File: src/rtl/rf_cmd_ctrl.sv
// Byte-stream command decoder for a register file: 0xAA addr data writes, 0xBB addr reads
// and forwards the result to a transmitter. All outputs are registered.
module rf_cmd_ctrl #(
  parameter int DATA_WIDTH = 8,
  parameter int ADDR_WIDTH = 4,
  parameter int RD_TIMEOUT = 15
) (
  input  logic                  CLK,
  input  logic                  RST,
  input  logic [DATA_WIDTH-1:0] Rx_Data,
  input  logic                  Rx_Valid,
  input  logic [DATA_WIDTH-1:0] RdData,
  input  logic                  RdData_valid,
  input  logic                  Tx_Busy,
  output logic                  WrEn,
  output logic                  RdEn,
  output logic [ADDR_WIDTH-1:0] Address,
  output logic [DATA_WIDTH-1:0] WrData,
  output logic [DATA_WIDTH-1:0] Tx_Data,
  output logic                  Tx_Valid,
  output logic                  Cmd_Err
);

  localparam int CW = (RD_TIMEOUT > 1) ? $clog2(RD_TIMEOUT + 1) : 1;
  localparam logic [CW-1:0]         TO_LAST = CW'(RD_TIMEOUT - 1);
  localparam logic [DATA_WIDTH-1:0] OP_WR   = DATA_WIDTH'(8'hAA);
  localparam logic [DATA_WIDTH-1:0] OP_RD   = DATA_WIDTH'(8'hBB);

  typedef enum logic [2:0] {
    IDLE, WR_ADDR, WR_DATA, RD_ADDR, RD_REQ, RD_WAIT, TX_SEND
  } state_t;

  state_t        state;
  logic [CW-1:0] to_cnt;

  always_ff @(posedge CLK or posedge RST) begin
    if (RST) begin
      state    <= IDLE;
      to_cnt   <= '0;
      WrEn     <= 1'b0;
      RdEn     <= 1'b0;
      Tx_Valid <= 1'b0;
      Cmd_Err  <= 1'b0;
      Address  <= '0;
      WrData   <= '0;
      Tx_Data  <= '0;
    end else begin
      WrEn     <= 1'b0;
      RdEn     <= 1'b0;
      Tx_Valid <= 1'b0;
      Cmd_Err  <= 1'b0;
      // Bytes arriving while a read is in flight are discarded and flagged.
      if (Rx_Valid && (state == RD_REQ || state == RD_WAIT || state == TX_SEND))
        Cmd_Err <= 1'b1;
      case (state)
        IDLE: if (Rx_Valid) begin
          if (Rx_Data == OP_WR)      state <= WR_ADDR;
          else if (Rx_Data == OP_RD) state <= RD_ADDR;
          else                       Cmd_Err <= 1'b1;
        end
        WR_ADDR: if (Rx_Valid) begin
          Address <= Rx_Data[ADDR_WIDTH-1:0];
          state   <= WR_DATA;
        end
        WR_DATA: if (Rx_Valid) begin
          WrData <= Rx_Data;
          WrEn   <= 1'b1;
          state  <= IDLE;
        end
        RD_ADDR: if (Rx_Valid) begin
          Address <= Rx_Data[ADDR_WIDTH-1:0];
          state   <= RD_REQ;
        end
        RD_REQ: begin
          RdEn   <= 1'b1;
          to_cnt <= '0;
          state  <= RD_WAIT;
        end
        RD_WAIT: begin
          if (RdData_valid) begin
            Tx_Data <= RdData;
            state   <= TX_SEND;
          end else if (to_cnt == TO_LAST) begin
            Cmd_Err <= 1'b1;
            state   <= IDLE;
          end else begin
            to_cnt <= to_cnt + 1'b1;
          end
        end
        TX_SEND: if (!Tx_Busy) begin
          Tx_Valid <= 1'b1;
          state    <= IDLE;
        end
        default: state <= IDLE;
      endcase
    end
  end

endmodule
File: config.mk
export PLATFORM = sky130hd
export DESIGN_NAME = rf_cmd_ctrl
export DESIGN_NICKNAME = d
export VERILOG_FILES = /design/src/rtl/rf_cmd_ctrl.sv
export SDC_FILE = /design/constraint.sdc
export NUM_CORES = 1
export LEC_CHECK = 0
export ABC_AREA = 0
export ABC_CLOCK_PERIOD_IN_PS = 1700
export BUFFER_PORTS_ARGS = -buffer_cell sky130_fd_sc_hd__buf_2
export CORE_UTILIZATION = 30
export CTS_BUF_LIST = sky130_fd_sc_hd__clkbuf_4
export DETAILED_ROUTE_END_ITERATION = 16
export GPL_TIMING_DRIVEN = 0
export PLACE_DENSITY = 0.58
export SLEW_MARGIN = 20
export SYNTH_ARGS = -nofsm -noshare
export SYNTH_HDL_FRONTEND = slang
export SYNTH_SLANG_ARGS = --single-unit
File: constraint.sdc
create_clock -name CLK -period 1.7 [get_ports CLK]
set_clock_uncertainty 0.15 [all_clocks]
set_input_delay 0 -clock CLK [delete_from_list [all_inputs] [get_ports CLK]]
set_output_delay 0 -clock CLK [all_outputs]
set_load 0.005 [all_outputs]
==> metrics.csv, run 1 <==
metric,value,unit
ys_top_cells_by_area,"dfrtp_1 (54%), mux2_2 (16%), a22o_1 (2.4%), o311ai_4 (1.8%), ha_1 (1.7%)",
cts_buffers,5,
violations,"design-rule violations, negative setup slack",
worstSkewPairLatency,0.32,ns
worst_slack,-0.0555,ns
diodes,0,
p_int,1.80,mW
cp-end-kind,register,
start_kind,register,
grt_pass1_vias,1181,
first_pass_iters,10,
syn_inst,110,
p_clk_frac,0.146,
grt.overflow.total,0,
min_period_over_period,1.03,
synthTopCellsByCount,"dfrtp_1 (31), mux2_2 (21)",
die_x,71.3,um
rows,24,
synth_cell_types,36,
critPathMaxFanout,3,
nets,210,
layout.cells.non_filler,239,
cts.sinks,31,
clk_pin_slew,0.10,ns
ys.flop_type,dfrtp_1,
reg2reg_slack,-0.06,ns
synth.most_common_cell,dfrtp_1,
drc,3,
outcome,finished with violations,
drt_iter0_drc,39,
fp.dieH,71.3,um
synth-async-reset-ratio,1.00,
drtAntennaViolNets,0,
power,2.68,mW
via_count,1138,
ys_ff_latch,31,
hold_class,in2async,
slew_viol_final,0,
final_layout_size_suffix_gt1_frac,0.481,
combPwrFrac,0.425,
core,4470,sq um
period_needed,1.76,ns
root_buffer,clkbuf_4,
synth-edff-count,0,
crit_type,reg2reg,
wl_per_cell,13.6,um
h-tree-depth,2,
fin_util,0.457,
powerDensity,1310,nW/um^2
maxSlewHeadroom,0.558,
via_per_inst,4.76,
switching_share,0.328,
port_buffers,44,
gp_congestion,0.714,
crit_start,to_cnt[0]$_DFFE_PP0P_,
max_freq,0.570,GHz
die_area,5090,sq um
track_usage,0.135,
required,1.77,ns
synth_fp_nets,133,
io_pins,45,
syn_area,1440,sq um
cts_tree,built,
fillCellCount,443,
worst_pin_slew,0.662,ns
arrival,1.82,ns
rsz0062_at_grt,yes,
seq_power_share,0.429,
synth_top_area_cell,dfrtp_1,
grt_pass1_wl,5.22,mm
syn_avg_cell_area,13.1,sq um
area_growth,41.9,%
synth-seq-area-share,0.538,
drv_cap,0,
dp_cells,206,
grt_max_degree,32,
whs,0.180,ns
wl,3.26,mm
vdd_drop_max,0.744,mV
yosys_warnings,0,
finalSetupViolations,2,
switchingPower,880,uW
antenna_found_initial,0,
initial_core_util,0.322,
dp_hpwl,2.25,mm
hold_viol_final,0,
synth_top_area_share,0.538,
cts.path.max_buffers,2,
r2r-start,to_cnt[0]$_DFFE_PP0P_,
p_leak,1.01,nW
## cells by family after synthesis
family,after synthesis,synth area share
flops,31,0.538
simple gates,25,0.109
fa+ha+maj,2,0.0174
xor+xnor,1,0.00608
compound gates,21,0.131
mux,21,0.164
buf+inv,9,0.0338
## registers in the layout (all words and copies together) (netlist names)
| register | cells |
|---|---|
| Address | 4 |
| Cmd_Err | 1 |
| state | 3 |
| WrEn | 1 |
| WrData | 8 |
| to_cnt | 4 |
| Tx_Valid | 1 |
| Tx_Data | 8 |
| RdEn | 1 |
## power by group through the flow
| stage | registers (mW) | clock network, mW | logic, mW |
|---|---|---|---|
| after floorplan | 1.18 | 0 | 0.612 |
| after global placement | 1.15 | 0 | 0.996 |
| after detailed placement | 1.17 | 0 | 1.02 |
| after CTS | 1.16 | 0.413 | 1.14 |
| after global routing | 1.19 | 0.442 | 1.25 |
| final | 1.15 | 0.392 | 1.14 |
## final timing paths
path | endpoint | cells past startpoint
max | state[0]$_DFFE_PP0P_ | 6
min | RdEn$_DFF_PP0_ | 3
max reg2reg | state[0]$_DFFE_PP0P_ | 6
min reg2reg | Tx_Data[2]$_DFFE_PP0P_ | 1
max in group asynchronous | state[2]$_DFFE_PP0P_ | 3
min in group CLK | Tx_Valid$_DFF_PP0_ | 3
## layout by cell type, fill, tap and decap left out, types with 2 or more instances in the layout
| cell type | n |
|---|---|
| inv_1 | 3 |
| nor2b_1 | 3 |
| buf_6 | 2 |
| buf_2 | 45 |
| o21ai_0 | 2 |
| and2b_1 | 2 |
| a22o_1 | 4 |
| dfrtp_1 | 31 |
| a31oi_1 | 3 |
| clkbuf_4 | 5 |
| o41ai_1 | 2 |
| nand2_1 | 4 |
| nor2_1 | 2 |
| nand3_1 | 4 |
| nand2b_1 | 2 |
| dlygate4sd3_1 | 20 |
| buf_4 | 7 |
| mux2_2 | 20 |
| o21ai_1 | 2 |
## per-layer routing
metal  global-route usage  vias up  share of wire
li1                     -      554              -
met1                0.160      542           0.45
met2                0.237       38           0.49
met3               0.0380        4          0.047
met4               0.0444        0          0.010
met5                    0        -              0
## area by class of cell
class / count / area (sq um) / area share
Sequential cell: 31 / 776 / 0.379
Multi-Input combinational cell: 70 / 638 / 0.312
Buffer: 5 / 36.3 / 0.0177
Timing Repair Buffer: 70 / 469 / 0.229
Tap cell: 52 / 65.1 / 0.0318
Clock buffer: 5 / 37.5 / 0.0183
Inverter: 4 / 15.0 / 0.00734
Clock inverter: 2 / 8.76 / 0.00428
## critical path, cell delays in order, from the launching register on
cell,delay [ns]
dfrtp_1,0.37
inv_1,0.05
ha_2,0.19
a31o_4,0.25
o311ai_4,0.26
a211oi_1,0.12
mux2_4,0.27
## metrics by stage
stage | setup slack [ns] | area (sq um) | setup TNS (ns)
5_1_grt | -0.0968 | 2050 | -0.239
4_1_cts | -0.0434 | 2020 | -0.0538
6_report | -0.0555 | 2050 | -0.0923
3_5_place_dp | -0.185 | 1730 | -0.245
3_3_place_gp | -0.148 | 1730 | -0.185
2_1_floorplan | -0.0708 | 1440 | -0.0708
## repair_timing
item | in CTS | in global routing
gates resized for setup | 4 | 3
pin swaps | 4 | 0
hold buffers | 20 | 0
endpoints found under the hold margin | 55 | 0
buffers inserted | 3 | 3
setup endpoints to repair | 2 | 10
(Power assumes the default switching activity.)
==> inputs of run 2 (changes only) <==
--- a/config.mk
+++ b/config.mk
@@ -8,6 +8,7 @@
 export ABC_AREA = 0
 export ABC_CLOCK_PERIOD_IN_PS = 1700
 export BUFFER_PORTS_ARGS = -buffer_cell sky130_fd_sc_hd__buf_2
+export CORE_MARGIN = 3
 export CORE_UTILIZATION = 30
 export CTS_BUF_LIST = sky130_fd_sc_hd__clkbuf_4
 export DETAILED_ROUTE_END_ITERATION = 16
==> metrics.csv, run 2 (synthesis gave the netlist of run 1 again) <==
metric,value,unit,change
drv_cap,0,,unchanged
timing.setup.tns,-0.106,ns,-0.0142 ns
crit_start,to_cnt[0]$_DFFE_PP0P_,,
grt.overflow.total,0,,unchanged
switchingPower,890,uW,+1.2%
core,4500,sq um,+0.67%
clk_pin_slew,0.09,ns,about the same
via_per_inst,4.83,,+1.4%
cts_buffers,5,,unchanged
min_period_over_period,1.03,,+0.00211
switching_share,0.329,,+0.000920
slew_viol_final,0,,unchanged
worstSkewPairLatency,0.32,ns,about the same
diodes,0,,unchanged
period_needed,1.76,ns,+0.00358 ns
combPwrFrac,0.426,,about the same
h-tree-depth,2,,unchanged
drtAntennaViolNets,0,,unchanged
power,2.71,mW,+0.94%
rows,24,,unchanged
cts_tree,built,,
p_int,1.82,mW,+0.80%
port_buffers,44,,unchanged
area_growth,43.8,%,
worst_pin_slew,0.656,ns,-0.00617 ns
grt_max_degree,32,,unchanged
fp.dieH,75.3,um,+5.6%
max_freq,0.568,GHz,-0.20%
track_usage,0.124,,-0.0109
grt_pass1_vias,1160,,-1.8%
post-route-cell-area,2070,sq um,+1.3%
cts.path.max_buffers,2,,unchanged
start_kind,register,,
grt_pass1_wl,5.23,mm,+0.13%
die_x,75.3,um,+5.6%
outcome,finished with violations,,
dp_hpwl,2.31,mm,+2.7%
powerDensity,1310,nW/um^2,-0.34%
die_area,5670,sq um,+12%
crit_type,reg2reg,,
initial_core_util,0.320,,-0.00215
wl,3.24,mm,-0.43%
via_count,1154,,+1.4%
gp_congestion,0.720,,+0.95%
hold_class,in2async,,
io_pins,45,,unchanged
critPathMaxFanout,3,,unchanged
max_stage_delay,0.36,ns,about the same
maxSlewHeadroom,0.562,,+0.00412
r2r-start,to_cnt[0]$_DFFE_PP0P_,,
path_cells,inv_1 > ha_2 > a31o_4 > o311ai_4 > buf_4 > a2111oi_4 > a21o_1,,
cp-end-kind,register,,
nets,209,,-0.48%
first_pass_iters,4,,-6
wl_per_cell,13.6,um,-0.43%
rsz0062_at_grt,yes,,
arrival,1.82,ns,about the same
vdd_drop_max,0.617,mV,-17%
root_buffer,clkbuf_4,,
required,1.76,ns,about the same
dpl_cell_area,1730,sq um,unchanged
p_leak,1.02,nW,+0.50%
fin_util,0.460,,+0.00279
mostFrequentLayoutCells,"buf_2 (45), dfrtp_1 (31), mux2_2 (20), dlygate4sd3_1 (20), clkbuf_4 (7)",,
p_clk_frac,0.148,,+0.002
cts.sinks,31,,unchanged
seq_power_share,0.426,,-0.003
violations,negative setup slack,,
final_layout_size_suffix_gt1_frac,0.503,,+0.0214
top_regs,"Tx_Data (8), WrData (8)",,
worst_slack,-0.0590,ns,-0.00358 ns
mostFrequentLayoutCell,buf_2,,
drc,0,,-3
slowest_stage,dfrtp_1,,
finalSetupViolations,2,,unchanged
drt_iter0_drc,72,,+85%
antenna_found_initial,0,,unchanged
hold_viol_final,0,,unchanged
-- run 2: area by class of cell --
cell class | count | area, sq um
Clock buffer | 6 | 45.0
Inverter | 4 | 15.0
Fill cell | 424 | 2430
Multi-Input combinational cell | 70 | 669
Clock inverter | 2 | 7.51
Sequential cell | 31 | 776
Tap cell | 52 | 65.1
Timing Repair Buffer | 69 | 458
Buffer | 5 | 36.3
-- run 2: timing repair --
item                                    CTS  global route
endpoints found under the hold margin    55             0
cloned                                    0             0
pin swaps                                 3             2
setup buffers                             4             1
endpoints found under the setup margin    3            14
hold buffers                             20             0
gates resized for setup                   2            10
-- run 2: worst max-delay path, delay by kind of cell (launching register included) --
family                     cells  cell delay, ns
adders and majority gates      1            0.18
AOI/OAI and AO/OA              4            0.74
DFF                            1            0.36
buffers and inverters          2            0.23
-- run 2: routing by layer --
layer	part of all wire	up-vias	track usage
li1	-	557	-
met1	0.41	549	0.146
met2	0.50	42	0.198
met3	0.073	6	0.0449
met4	0.019	0	0.0680
met5	0	-	0
-- run 2: power groups by stage --
stage                     combinational [mW]  clock (mW)  sequential [mW]
after floorplan                        0.612           0             1.18
after global routing                    1.27       0.463             1.19
final                                   1.15       0.400             1.15
after global placement                 0.995           0             1.15
after detailed placement                1.03           0             1.17
after CTS                               1.12       0.420             1.16
-- run 2: path summary, 6_finish.rpt --
check	end	slack, ns	cells past startpoint
worst max-delay path	state[1]$_DFFE_PP0P_	-0.06	7
worst min-delay path	to_cnt[2]$_DFFE_PP0P_	0.16	3
worst max register to register	state[1]$_DFFE_PP0P_	-0.06	7
worst min register to register	Tx_Data[1]$_DFFE_PP0P_	0.36	1
max in group asynchronous	WrData[2]$_DFFE_PP0P_	0.81	3
min in group CLK	Tx_Valid$_DFF_PP0_	0.28	3
-- run 2: through the flow --
step	cells	hold WS, ns	worst slack, ns
6_report	239	0.165	-0.0590
5_1_grt	239	0.220	-0.122
4_1_cts	238	0.178	-0.0301
3_5_place_dp	206	-0.0141	-0.199
3_3_place_gp	206	0.0649	-0.139
2_1_floorplan	110	-0.0783	-0.0708
==> inputs of run 3 (changes only) <==
--- a/config.mk
+++ b/config.mk
@@ -7,7 +7,7 @@
 export LEC_CHECK = 0
 export ABC_AREA = 0
 export ABC_CLOCK_PERIOD_IN_PS = 1700
-export BUFFER_PORTS_ARGS = -buffer_cell sky130_fd_sc_hd__buf_2
+export BUFFER_PORTS_ARGS = -buffer_cell sky130_fd_sc_hd__buf_4
 export CORE_MARGIN = 3
 export CORE_UTILIZATION = 30
 export CTS_BUF_LIST = sky130_fd_sc_hd__clkbuf_4
==> metrics.csv, run 3 (synthesis gave the netlist of run 1 again) <==
metric,value,unit,change
fillCellCount,419,,-1.2%
initial_core_util,0.320,,unchanged
p_leak,1.06,nW,+3.7%
rsz0062_at_grt,yes,,
mostFrequentLayoutCell,buf_4,,
period_needed,1.79,ns,+0.0292 ns
cp-end-kind,register,,
cts.sinks,31,,unchanged
nets,210,,+0.48%
powerDensity,1310,nW/um^2,+0.13%
hold_class,in2async,,
fp.dieH,75.3,um,unchanged
arrival,1.86,ns,+0.04 ns
critPathMaxFanout,3,,unchanged
start_kind,register,,
core,4500,sq um,unchanged
top_regs,"Tx_Data (8), WrData (8)",,
die_area,5670,sq um,unchanged
rows,24,,unchanged
post-route-cell-area,2200,sq um,+6.2%
cts.path.max_buffers,2,,unchanged
port_buffers,44,,unchanged
path_cells,inv_1 > ha_2 > a31o_4 > o311ai_4 > buf_4 > a2111oi_4 > a21o_1,,
critPathTopFamily,compound AO/OA/AOI/OAI gates,,
hold_viol_final,0,,unchanged
required,1.77,ns,about the same
vdd_drop_max,0.588,mV,-4.7%
via_count,1170,,+1.4%
mostFrequentLayoutCells,"buf_4 (52), dfrtp_1 (31), mux2_2 (20), dlygate4sd3_1 (20), clkbuf_4 (6)",,
die_x,75.3,um,unchanged
worstSkewPairLatency,0.33,ns,about the same
crit_buf_inv,2,,unchanged
antenna_found_initial,0,,unchanged
max_freq,0.559,GHz,-1.6%
first_pass_iters,6,,+2
via_per_inst,4.88,,+0.96%
dp_cells,206,,unchanged
dpl_cell_area,1840,sq um,+6.4%
power,2.88,mW,+6.4%
cts_buffers,5,,unchanged
grt_pass1_vias,1252,,+7.9%
crit_type,reg2reg,,
area_growth,52.7,%,
root_buffer,clkbuf_4,,
slowest_stage,dfrtp_1,,
wl_per_cell,14.7,um,+8.6%
min_period_over_period,1.05,,+0.0172
layout.cells.non_filler,240,,+0.42%
drtAntennaViolNets,0,,unchanged
reg2reg_slack,-0.09,ns,-0.03 ns
cts_tree,built,,
worst_slack,-0.0882,ns,-0.0292 ns
worst_pin_slew,0.646,ns,-0.00997 ns
maxSlewHeadroom,0.569,,+0.00666
clk_pin_slew,0.09,ns,about the same
drt_iter0_drc,45,,-38%
drv_cap,0,,unchanged
h-tree-depth,2,,unchanged
grt.overflow.total,0,,unchanged
dp_slack,-0.211,ns,-0.0127 ns
max_stage_delay,0.37,ns,about the same
io_pins,45,,unchanged
drc,0,,unchanged
finalSetupViolations,2,,unchanged
grt_max_degree,32,,unchanged
dp_hpwl,2.39,mm,+3.4%
final_layout_size_suffix_gt1_frac,0.516,,+0.0133
wl,3.54,mm,+9.1%
violations,negative setup slack,,
diodes,0,,unchanged
outcome,finished with violations,,
gp_congestion,0.723,,+0.29%
grt_pass1_wl,5.72,mm,+9.4%
slew_viol_final,0,,unchanged
track_usage,0.135,,+0.0105
==> run 3: metal layers <==
layer	GRT usage	wire length (um)	share of wire	vias up
met5	0	0	0	-
met4	0.0408	13	0.0037	0
met3	0.0620	249	0.070	2
met2	0.237	1870	0.53	38
met1	0.145	1400	0.40	574
li1	-	-	-	556
==> run 3: final timing paths <==
path	from	to	cells past startpoint
setup / recovery	to_cnt[0]$_DFFE_PP0P_	state[1]$_DFFE_PP0P_	7
max in group asynchronous	RST	Address[3]$_DFFE_PP0P_	3
min in group CLK	Tx_Busy	Tx_Valid$_DFF_PP0_	3
hold reg to reg	Tx_Data[3]$_DFFE_PP0P_	Tx_Data[3]$_DFFE_PP0P_	1
hold / removal	RST	Tx_Data[2]$_DFFE_PP0P_	3
setup reg to reg	to_cnt[0]$_DFFE_PP0P_	state[1]$_DFFE_PP0P_	7
==> run 3: where the power goes <==
group | internal (mW) | leakage, nW | switching, mW
registers | 1.01 | 0.406 | 0.162
logic | 0.776 | 0.620 | 0.527
clock network | 0.169 | 0.0307 | 0.235
==> run 3: through the flow <==
| step | utilization | hold slack (ns) | TNS (ns) |
|---|---|---|---|
| 2_1_floorplan | - | -0.0783 | -0.0708 |
| 3_3_place_gp | 0.408 | 0.0490 | -0.181 |
| 3_5_place_dp | 0.408 | -0.00418 | -0.284 |
| 4_1_cts | 0.473 | 0.188 | -0.0904 |
| 5_1_grt | 0.489 | 0.219 | -0.440 |
| 6_report | 0.489 | 0.167 | -0.165 |
==> run 3: area by class of cell <==
type,instances,area (sq um),share of cell area
clock buffer,6,45.0,0.0205
multi-input combinational,70,681,0.309
inverter,4,15.0,0.00682
sequential,31,776,0.352
timing repair buffer,70,576,0.262
tap,52,65.1,0.0296
clock inverter,2,7.51,0.00341
buffer,5,36.3,0.0165
==> run 3: repair_timing <==
item,CTS,global route
hold buffers,20,0
endpoints found under the hold margin,56,0
pin swaps,3,4
resized for setup,3,13
setup buffers,4,2
endpoints found under the setup margin,2,16
==> run 3: worst reg2reg max path, stage by stage, from the launching register on <==
cell and delay, ns:
dfrtp_1 0.37, inv_1 0.05, ha_2 0.19, a31o_4 0.25, o311ai_4 0.27, buf_4 0.18, a2111oi_4 0.06, a21o_1 0.17
